**config.mk**
```make
export PLATFORM = sky130hd
export DESIGN_NAME = noise_envelope
export DESIGN_NICKNAME = d
export VERILOG_FILES = /design/src/rtl/noise_env_pkg.sv /design/src/rtl/env_prescaler.sv /design/src/rtl/noise_envelope.sv
export SDC_FILE = /design/constraint.sdc
export NUM_CORES = 1
export LEC_CHECK = 0
export ABC_AREA = 1
export CELL_PAD_IN_SITES_DETAIL_PLACEMENT = 0
export CELL_PAD_IN_SITES_GLOBAL_PLACEMENT = 1
export CORE_ASPECT_RATIO = 0.75
export CORE_MARGIN = 5
export CORE_UTILIZATION = 41
export CTS_CLUSTER_SIZE = 30
export DETAILED_ROUTE_END_ITERATION = 10
export GPL_TIMING_DRIVEN = 0
export PLACE_DENSITY = 0.85
export SLEW_MARGIN = 5
export SYNTH_ARGS = -nofsm -noshare
export SYNTH_HDL_FRONTEND = slang
export SYNTH_SLANG_ARGS = --single-unit
```
**constraint.sdc**
```tcl
create_clock -name clk -period 2.89 [get_ports clk]
set_input_delay 0.4335 -clock clk [delete_from_list [all_inputs] [get_ports clk]]
set_output_delay 0.4335 -clock clk [all_outputs]
set_load 0.03 [all_outputs]
```
**src/rtl/noise_env_pkg.sv**
```systemverilog
// Shared types and arithmetic helpers for the noise envelope generator.
package noise_env_pkg;

    typedef enum logic [1:0] {
        ST_IDLE  = 2'd0,
        ST_HOLD  = 2'd1,
        ST_DECAY = 2'd2
    } env_state_t;

    // Full scale for a loud trigger, half scale (minus one) for a quiet one.
    function automatic logic [31:0] start_level(input logic loud, input int unsigned amp_w);
        logic [31:0] lvl;
        if (loud) begin
            lvl = (32'd1 << amp_w) - 32'd1;
        end else begin
            lvl = (32'd1 << (amp_w - 32'd1)) - 32'd1;
        end
        return lvl;
    endfunction

    // Exponential step; a minimum of one keeps the tail from stalling above zero.
    function automatic logic [31:0] decay_decrement(input logic [31:0] amp, input int unsigned shift);
        logic [31:0] d;
        d = amp >> shift;
        if ((d == 32'd0) && (amp != 32'd0)) begin
            d = 32'd1;
        end else begin
            d = d;
        end
        return d;
    endfunction

endpackage

```
**src/rtl/env_prescaler.sv**
```systemverilog
// Tick-gated modulo counter; step pulses on the tick that wraps the count.
module env_prescaler #(
    parameter int unsigned MODULUS = 4
) (
    input  logic clk,
    input  logic rst,
    input  logic clk_en,
    input  logic run,
    input  logic clr,
    output logic step
);

    localparam int unsigned CNT_W = (MODULUS > 1) ? $clog2(MODULUS) : 1;
    localparam logic [CNT_W-1:0] TERMINAL = CNT_W'(MODULUS - 1);

    logic [CNT_W-1:0] count_q;
    logic [CNT_W-1:0] count_d;
    logic             tc_s;

    assign tc_s = run & clk_en & (count_q == TERMINAL);
    assign step = tc_s & ~clr;

    // Next count: clear dominates, otherwise advance and wrap on ticks while running.
    always_comb begin
        count_d = count_q;
        if (clr) begin
            count_d = {CNT_W{1'b0}};
        end else if (run & clk_en) begin
            if (count_q == TERMINAL) begin
                count_d = {CNT_W{1'b0}};
            end else begin
                count_d = count_q + CNT_W'(1);
            end
        end else begin
            count_d = count_q;
        end
    end

    // Count register.
    always_ff @(posedge clk) begin
        if (!rst) begin
            count_q <= {CNT_W{1'b0}};
        end else begin
            count_q <= count_d;
        end
    end

endmodule

```
**src/rtl/noise_envelope.sv**
```systemverilog
// Hold-then-exponential-decay envelope applied to a 1-bit noise stream.
module noise_envelope #(
    parameter int unsigned AMP_W       = 8,
    parameter int unsigned HOLD_TICKS  = 64,
    parameter int unsigned DECAY_DIV   = 256,
    parameter int unsigned DECAY_SHIFT = 3
) (
    input  logic             clk,
    input  logic             rst,
    input  logic             clk_en,
    input  logic             sound_enable,
    input  logic             noise,
    input  logic             trigger,
    input  logic             loud,
    output logic [AMP_W-1:0] sample,
    output logic             active
);

    import noise_env_pkg::*;

    env_state_t       state_q;
    env_state_t       state_d;
    logic [AMP_W-1:0] amp_q;
    logic [AMP_W-1:0] amp_d;
    logic [AMP_W-1:0] sample_q;
    logic [AMP_W-1:0] sample_d;

    logic             load_s;
    logic             hold_step_s;
    logic             decay_step_s;
    logic             hold_clr_s;
    logic             decay_clr_s;
    logic [AMP_W-1:0] start_lvl_s;
    logic [AMP_W-1:0] dec_s;
    logic [AMP_W-1:0] amp_next_s;

    assign load_s      = trigger & sound_enable;
    assign start_lvl_s = AMP_W'(start_level(loud, AMP_W));
    assign dec_s       = AMP_W'(decay_decrement(32'(amp_q), DECAY_SHIFT));
    assign amp_next_s  = amp_q - dec_s;

    // Disabling sound also resets both counters so a later trigger starts clean.
    assign hold_clr_s  = load_s | ~sound_enable;
    assign decay_clr_s = load_s | hold_step_s | ~sound_enable;

    env_prescaler #(.MODULUS(HOLD_TICKS)) u_hold (
        .clk    (clk),
        .rst    (rst),
        .clk_en (clk_en),
        .run    (state_q == ST_HOLD),
        .clr    (hold_clr_s),
        .step   (hold_step_s)
    );

    env_prescaler #(.MODULUS(DECAY_DIV)) u_decay (
        .clk    (clk),
        .rst    (rst),
        .clk_en (clk_en),
        .run    (state_q == ST_DECAY),
        .clr    (decay_clr_s),
        .step   (decay_step_s)
    );

    // Envelope state and amplitude; a trigger outranks hold expiry and decay steps.
    always_comb begin
        state_d = state_q;
        amp_d   = amp_q;
        if (!sound_enable) begin
            state_d = ST_IDLE;
            amp_d   = {AMP_W{1'b0}};
        end else if (load_s) begin
            state_d = ST_HOLD;
            amp_d   = start_lvl_s;
        end else begin
            case (state_q)
                ST_IDLE: begin
                    state_d = ST_IDLE;
                    amp_d   = {AMP_W{1'b0}};
                end
                ST_HOLD: begin
                    if (hold_step_s) begin
                        state_d = ST_DECAY;
                    end else begin
                        state_d = ST_HOLD;
                    end
                end
                ST_DECAY: begin
                    if (decay_step_s) begin
                        amp_d = amp_next_s;
                        if (amp_next_s == {AMP_W{1'b0}}) begin
                            state_d = ST_IDLE;
                        end else begin
                            state_d = ST_DECAY;
                        end
                    end else begin
                        state_d = ST_DECAY;
                    end
                end
                default: begin
                    state_d = ST_IDLE;
                    amp_d   = {AMP_W{1'b0}};
                end
            endcase
        end
    end

    // Output sample uses the amplitude held before this cycle's update.
    always_comb begin
        sample_d = sample_q;
        if (clk_en) begin
            if (noise & sound_enable) begin
                sample_d = amp_q;
            end else begin
                sample_d = {AMP_W{1'b0}};
            end
        end else begin
            sample_d = sample_q;
        end
    end

    // State, amplitude and sample registers.
    always_ff @(posedge clk) begin
        if (!rst) begin
            state_q  <= ST_IDLE;
            amp_q    <= {AMP_W{1'b0}};
            sample_q <= {AMP_W{1'b0}};
        end else begin
            state_q  <= state_d;
            amp_q    <= amp_d;
            sample_q <= sample_d;
        end
    end

    assign sample = sample_q;
    assign active = (state_q != ST_IDLE);

endmodule

```
Word-level counts from Yosys, hierarchy flattened
Cells that the tools add are included.
{"block": "totals", "register_bits": 32, "wordCells": 53, "out_inout_bits": 9, "input_bits": 7}
{"block": "classes", "bitwise_logic": 15, "reduce_logical": 10, "n_addsub": 3, "n_eq_ne": 6, "n_mux": 13}
{"cell": "$mux W8", "n": 5}
{"cell": "$logic_not A32 Y1", "n": 1}
{"cell": "$pmux W8 S2", "n": 1}
{"cell": "$add A8 B1 Y8 const B", "n": 1}
{"cell": "$and A1 B1 Y1", "n": 8}
{"cell": "$eq A8 B8 Y1 const B", "n": 1}
{"cell": "$logic_not A8 Y1", "n": 1}
{"cell": "$reduce_bool A8 Y1", "n": 1}
{"cell": "$sub A8 B8 Y8", "n": 1}
{"cell": "$add A6 B1 Y6 const B", "n": 1}
{"cell": "$eq A6 B6 Y1 const B", "n": 1}
{"cell": "$mux W2", "n": 3}
{"cell": "$mux W6", "n": 1}
{"cell": "$mux W5", "n": 1}
{"cell": "$not A1 Y1", "n": 4}
{"cell": "$pmux W2 S2", "n": 1}
{"cell": "$reduce_and A2 Y1", "n": 2}
{"cell": "$reduce_or A2 Y1", "n": 2}
{"cell": "$ne A3 B3 Y1 const B", "n": 1}
{"cell": "$or A1 B1 Y1", "n": 3}
{"cell": "$reduce_or A3 Y1", "n": 1}
{"cell": "$eq A2 B1 Y1 const B", "n": 1}
{"cell": "$eq A2 B2 Y1 const B", "n": 1}
{"cell": "$ne A2 B2 Y1 const B", "n": 1}
{"cell": "3 further kinds", "n": 3}

Longest topological paths before layout
{"block": "logic_depth", "ltp_word": 11, "mapped_depth": 16, "mapped_depth_nobuf": 16}

Modules after synthesis
Synthesis repeated with hierarchy kept, for this count alone.
{"block": "hier_totals", "cells_unflattened": 270, "area_unflattened_um2": 1898.1}
{"module": "noise_envelope", "n_inst": 1, "area_per_inst_um2": 1161.1, "seq_area_each_um2": 360.3, "cells_per_inst": 163}
{"module": "env_prescaler (u_decay)", "n_inst": 1, "area_per_inst_um2": 414.1, "seq_area_each_um2": 160.2, "cells_per_inst": 58}
{"module": "env_prescaler (u_hold)", "n_inst": 1, "area_per_inst_um2": 322.8, "seq_area_each_um2": 120.1, "cells_per_inst": 49}

Worst setup path after synthesis
No wires, ideal clock.
{"block": "synth_path", "kind": "flip-flop to flip-flop", "from": "reg amp_q[5]", "to": "reg state_q[1]", "stages_incl_launch_ff": 17, "required_time_ns": 2.773, "synth_period_minus_slack_ns": 2.190, "setup_time_ns": 0.117, "slack_ns": 0.700, "arrival_ns": 2.073, "n_path_buf": 0, "cell_sequence": "dfxtp_1 -> inv_1 -> nand2_1 -> o41ai_1 -> ha_1 -> inv_1 -> fa_1 -> nand2_1 -> nand2_1 -> nand3_1 -> nand2_1 -> nand2_1 -> nand2_1 -> nor2_1 -> nand3_1 -> nand2_1 -> a21oi_1"}
{"block": "synth_via", "elab_chain_len": 8, "elab_cells_between_ends": 9, "classes_between": "add/sub: 1; mux: 4; reduce/logical: 4"}
{"item": "from (decl)", "line_no": "noise_envelope.sv:23", "text": "logic [AMP_W-1:0] amp_q;"}
{"item": "from (signal assigned)", "line_no": "noise_envelope.sv:125", "text": "amp_q <= {AMP_W{1'b0}};"}
{"item": "from (signal assigned)", "line_no": "noise_envelope.sv:129", "text": "amp_q <= amp_d;"}
{"item": "$logic_not A32 Y1 / $reduce_bool A8 Y1 (equally long branches)", "line_no": "noise_env_pkg.sv:25", "text": "if ((d == 32'd0) && (amp != 32'd0)) begin"}
{"item": "$logic_and A1 B1 Y1", "line_no": "noise_env_pkg.sv:25"}
{"item": "$mux W5", "line_no": "noise_env_pkg.sv:25"}
{"item": "$sub A8 B8 Y8 (*)", "line_no": "noise_envelope.sv:40", "text": "assign amp_next_s = amp_q - dec_s;"}
{"item": "$logic_not A8 Y1 (*)", "line_no": "noise_envelope.sv:90", "text": "if (amp_next_s == {AMP_W{1'b0}}) begin"}
{"item": "$mux W2 (*)", "line_no": "noise_envelope.sv:90"}
{"item": "$mux W2 (*)", "line_no": "noise_envelope.sv:88", "text": "if (decay_step_s) begin"}
{"item": "$pmux W2 S2 (*)", "line_no": "noise_envelope.sv:75", "text": "case (state_q)"}
{"item": "to (signal assigned)", "line_no": "noise_envelope.sv:128", "text": "state_q <= state_d;"}
{"item": "to (decl)", "line_no": "noise_envelope.sv:21", "text": "env_state_t state_q;"}
Every way passes the cells marked *; elsewhere a longest branch is shown, timed or not.
A chain may end at the register's enable or synchronous reset.

Final worst setup path
Ends and elaborated chain as after synthesis.

==> results.md <==
- Status: finished, final reports clean
- Number of flops mapped to enable cells by yosys: 0
- Clk_lat worst skew: roughly 0.29 ns
- Placed cells: 335
- Leakage Power: 0.000938 µW
- Synth area leader: dfxtp_1
- Fin nets: about 300
- CP Class: flip-flop to flip-flop
- Post-Syn Nets: 283
- Global-route wire length before repair: 7040 µm
- Clk sink count: 32
- Worst path slowest cell: fa_1
- Largest fanout on the critical path: 5
- Most used cell, CP: nand2_1
- Antenna-violating nets left: 0
- Drt pass-1 iters: 4
- Top_reg_cell synth: dfxtp_1
- Hold Startpoint: rst
- HPWL Detailed: 3080 µm
- Crit path DAT: 2.79 ns
- Crit. End Element: flip-flop
- Maximum VDD drop: 250 µV
- Placer Congestion: 0.781
- Met1 Use GR: 0.215
- Critical path required time: around 3.1 ns
- Min-delay worst type: input pin to flip-flop
- ANT cells: 0
- Core area: around 0.0044 mm²
- Number of synthesis warnings: 0
- Setup crit start kind: flip-flop
- CTS root buf: clkbuf_8
- Initial antenna violation count: 0
- Top-area cell type share of the netlist area: 0.343
- Cts bufs inserted: 5
- Final setup TNS: 0 ns
- IO Port Bufs: 13
- #FFs+latches synth: 32
- Fin crit period: 2.62 ns
- Max Clk Rate: about 380 MHz
- Multi-input gate area: 0.00103 mm²
- Die area: 0.00601 mm²
- Met3 usage in global routing: 0.0421
- Final worst path period share: 0.905
- Slew Viols, Final: 0
- Vias in the first global route: 1590
- Worst Clk Skew: 0.00733 ns
- Initial Utilization: 0.420
- Min-Delay Path Depth: 3
- Syn Std Cell Area: 0.00187 mm²
- Drt total wl: 4010 µm
- Crit. Startpoint: amp_q[5]$_SDFFE_PN0P_
- Die W: 87.9 µm
- Ports: 16
- FF/Latch Area: 641 µm²
- RR Startpoint: amp_q[5]$_SDFFE_PN0P_
- Final hold violation count: 0
- Post-Syn Instances: 265
- GR Util All Layers: 0.150
- CP delay by family, top: simple AND/OR/NAND/NOR gates
- Busiest grt layer: met2
- Utilization after layout: 0.494
- Synth cell count leaders: 67 x nand2_1, 42 x inv_1, 32 x dfxtp_1, 22 x nor2_1, 17 x nand3_1
- # resized after CTS: 0
- Reg-to-Reg End: state_q[1]$_SDFF_PP0_
- Distinct cell type count after synthesis: 32
- Die Height: slightly below 70 µm
- Final setup vio count: 0
- Fillers: 460
- Relative slew slack: 0.743
- CP max stage delay: approximately 0.40 ns
- Drt wl/cell: 11.7 µm
- TritonCTS clock tree: yes
- Postcts setup bufs: 0
- Worst Reg2Reg Path Length in Cells: 16
- Actual slew at the worst max-slew pin: 0.385 ns
- Hold EP: sample[7]$_SDFFE_PN0P_
- Async SR Flop Fraction: 0
- Worst-path cell chain: inv_1 > nand2_1 > o41ai_1 > ha_1 > inv_1 > fa_1 > nand2_1 > nand2_1 > nand3_1 > nand2_1 > nand2_1 > nand2_1 > nor2_1 > nand3_1 > nand2_1 > a21oi_1
- # DRC: 0
- M2 GR Usage: 0.220
- Routed vias: between 1500 and 2000
- RSZ-0062 raised after global routing: false
- Worst reg2reg setup slack: 0.27 ns
- Layout area overhead: 17.6%
- Post-Layout Cell Count: 343
- P per Cell Area: between 500 and 600 mW/mm²
- Seq/Total Area, Yosys: 0.343
- Fraction of layout cells with a size suffix above 1: 0.105
- CTS Hold Bufs: 0
- Worst-path clk slew: roughly 0.07 ns
- Total global routing overflow: 0
- Max Cap Viol: 0
- Vias per cell: 4.83
- Syn Area/Cell: 7.04 µm²
- Largest net degree at the start of global routing: 11
- CTS Buffer Depth: 2
- Drt initial violations: 125
- H-Tree Depth: 2
- Ranking of synthesized cells by area: dfxtp_1 34%, nand2_1 13%, inv_1 8.5%, ha_1 6.7%, nand3_1 4.6%
- Top-count cell post-synth: nand2_1
- Crit path buf inv count: 2
- # rows: 21
[where the power goes]
group | leakage [µW] | switching [µW] | internal, µW
Clock | 0.0000645 | 170 | 304
Combinational | 0.000613 | 106 | 62.7
Sequential | 0.000260 | 6.72 | 451
[per-layer routing]
layer	vias to the layer above	routed length, µm
met3	5	257
met1	729	2190
met4	0	36
met2	36	1530
li1	887	-
met5	-	0
[area by class of cell]
| class | count | area share |
|---|---|---|
| inverters | 42 | 0.0719 |
| well taps | 57 | 0.0325 |
| clock buffers | 7 | 0.0439 |
| plain buffers | 5 | 0.0177 |
| repair buffers | 13 | 0.0593 |
| clock inverters | 1 | 0.0137 |
| flip-flops and latches | 32 | 0.292 |
| multi-input cells | 186 | 0.469 |
[placed cells by master (no fill, tap or decap), types with 2 or more instances in the layout]
cell type / netlist / layout
a21oi_1: 16 / 16
buf_6: 2 / 2
clkbuf_8: 0 / 7
clkdlybuf4s50_1: 0 / 13
dfxtp_1: 32 / 32
ha_1: 10 / 10
inv_1: 42 / 42
nand2_1: 67 / 67
nand2_2: 5 / 5
nand2_4: 3 / 3
nand3_1: 17 / 17
nand3_2: 2 / 2
nor2_1: 22 / 22
nor2_2: 3 / 3
nor3_1: 3 / 3
nor3b_1: 2 / 2
o211ai_1: 8 / 8
o21ai_0: 11 / 11
xnor2_1: 3 / 3
xor2_1: 3 / 3
[worst max path at each step]
stage | end | cells past startpoint
after floorplan | state_q[1]$_SDFF_PP0_ | 16
after global placement | state_q[1]$_SDFF_PP0_ | 16
after detailed placement | state_q[1]$_SDFF_PP0_ | 16
after CTS | state_q[1]$_SDFF_PP0_ | 16
after global routing | state_q[1]$_SDFF_PP0_ | 16
final | state_q[1]$_SDFF_PP0_ | 16
[metrics by stage]
stage | total power, µW | area, µm² | setup slack (ns) | hold WS, ns
floorplan | 588 | 1870 | 0.700 | 0.454
global placement | 635 | 2070 | 0.321 | 0.469
detailed placement | 636 | 2070 | 0.303 | 0.471
CTS | 1110 | 2190 | 0.282 | 0.475
global route | 1150 | 2190 | 0.0177 | 0.480
finish | 1100 | 2190 | 0.274 | 0.478
[worst register-to-register path, cell delays in order, from the launching register on]
cell	delay, ns
dfxtp_1	0.32
inv_1	0.16
nand2_1	0.12
o41ai_1	0.35
ha_1	0.22
inv_1	0.08
fa_1	0.40
nand2_1	0.08
nand2_1	0.08
nand3_1	0.15
nand2_1	0.08
nand2_1	0.06
nand2_1	0.06
nor2_1	0.13
nand3_1	0.09
nand2_1	0.06
a21oi_1	0.06
[state kept, by name (all words and copies together) (netlist names)]
| register | cells |
|---|---|
| u_decay.count_q | 8 |
| u_hold.count_q | 6 |
| state_q | 2 |
| amp_q | 8 |
| sample | 8 |
[logic make-up (layout without fill, tap and decap cells)]
kind of cell / count (synthesis) / in the layout / synth area share
compound gates: 39 / 39 / 0.121
xor+xnor: 6 / 6 / 0.0282
fa+ha+maj: 11 / 11 / 0.0778
buf+inv: 47 / 68 / 0.105
flops: 32 / 32 / 0.343
simple gates: 130 / 130 / 0.325
No activity file was read; power rests on OpenSTA's default activity.
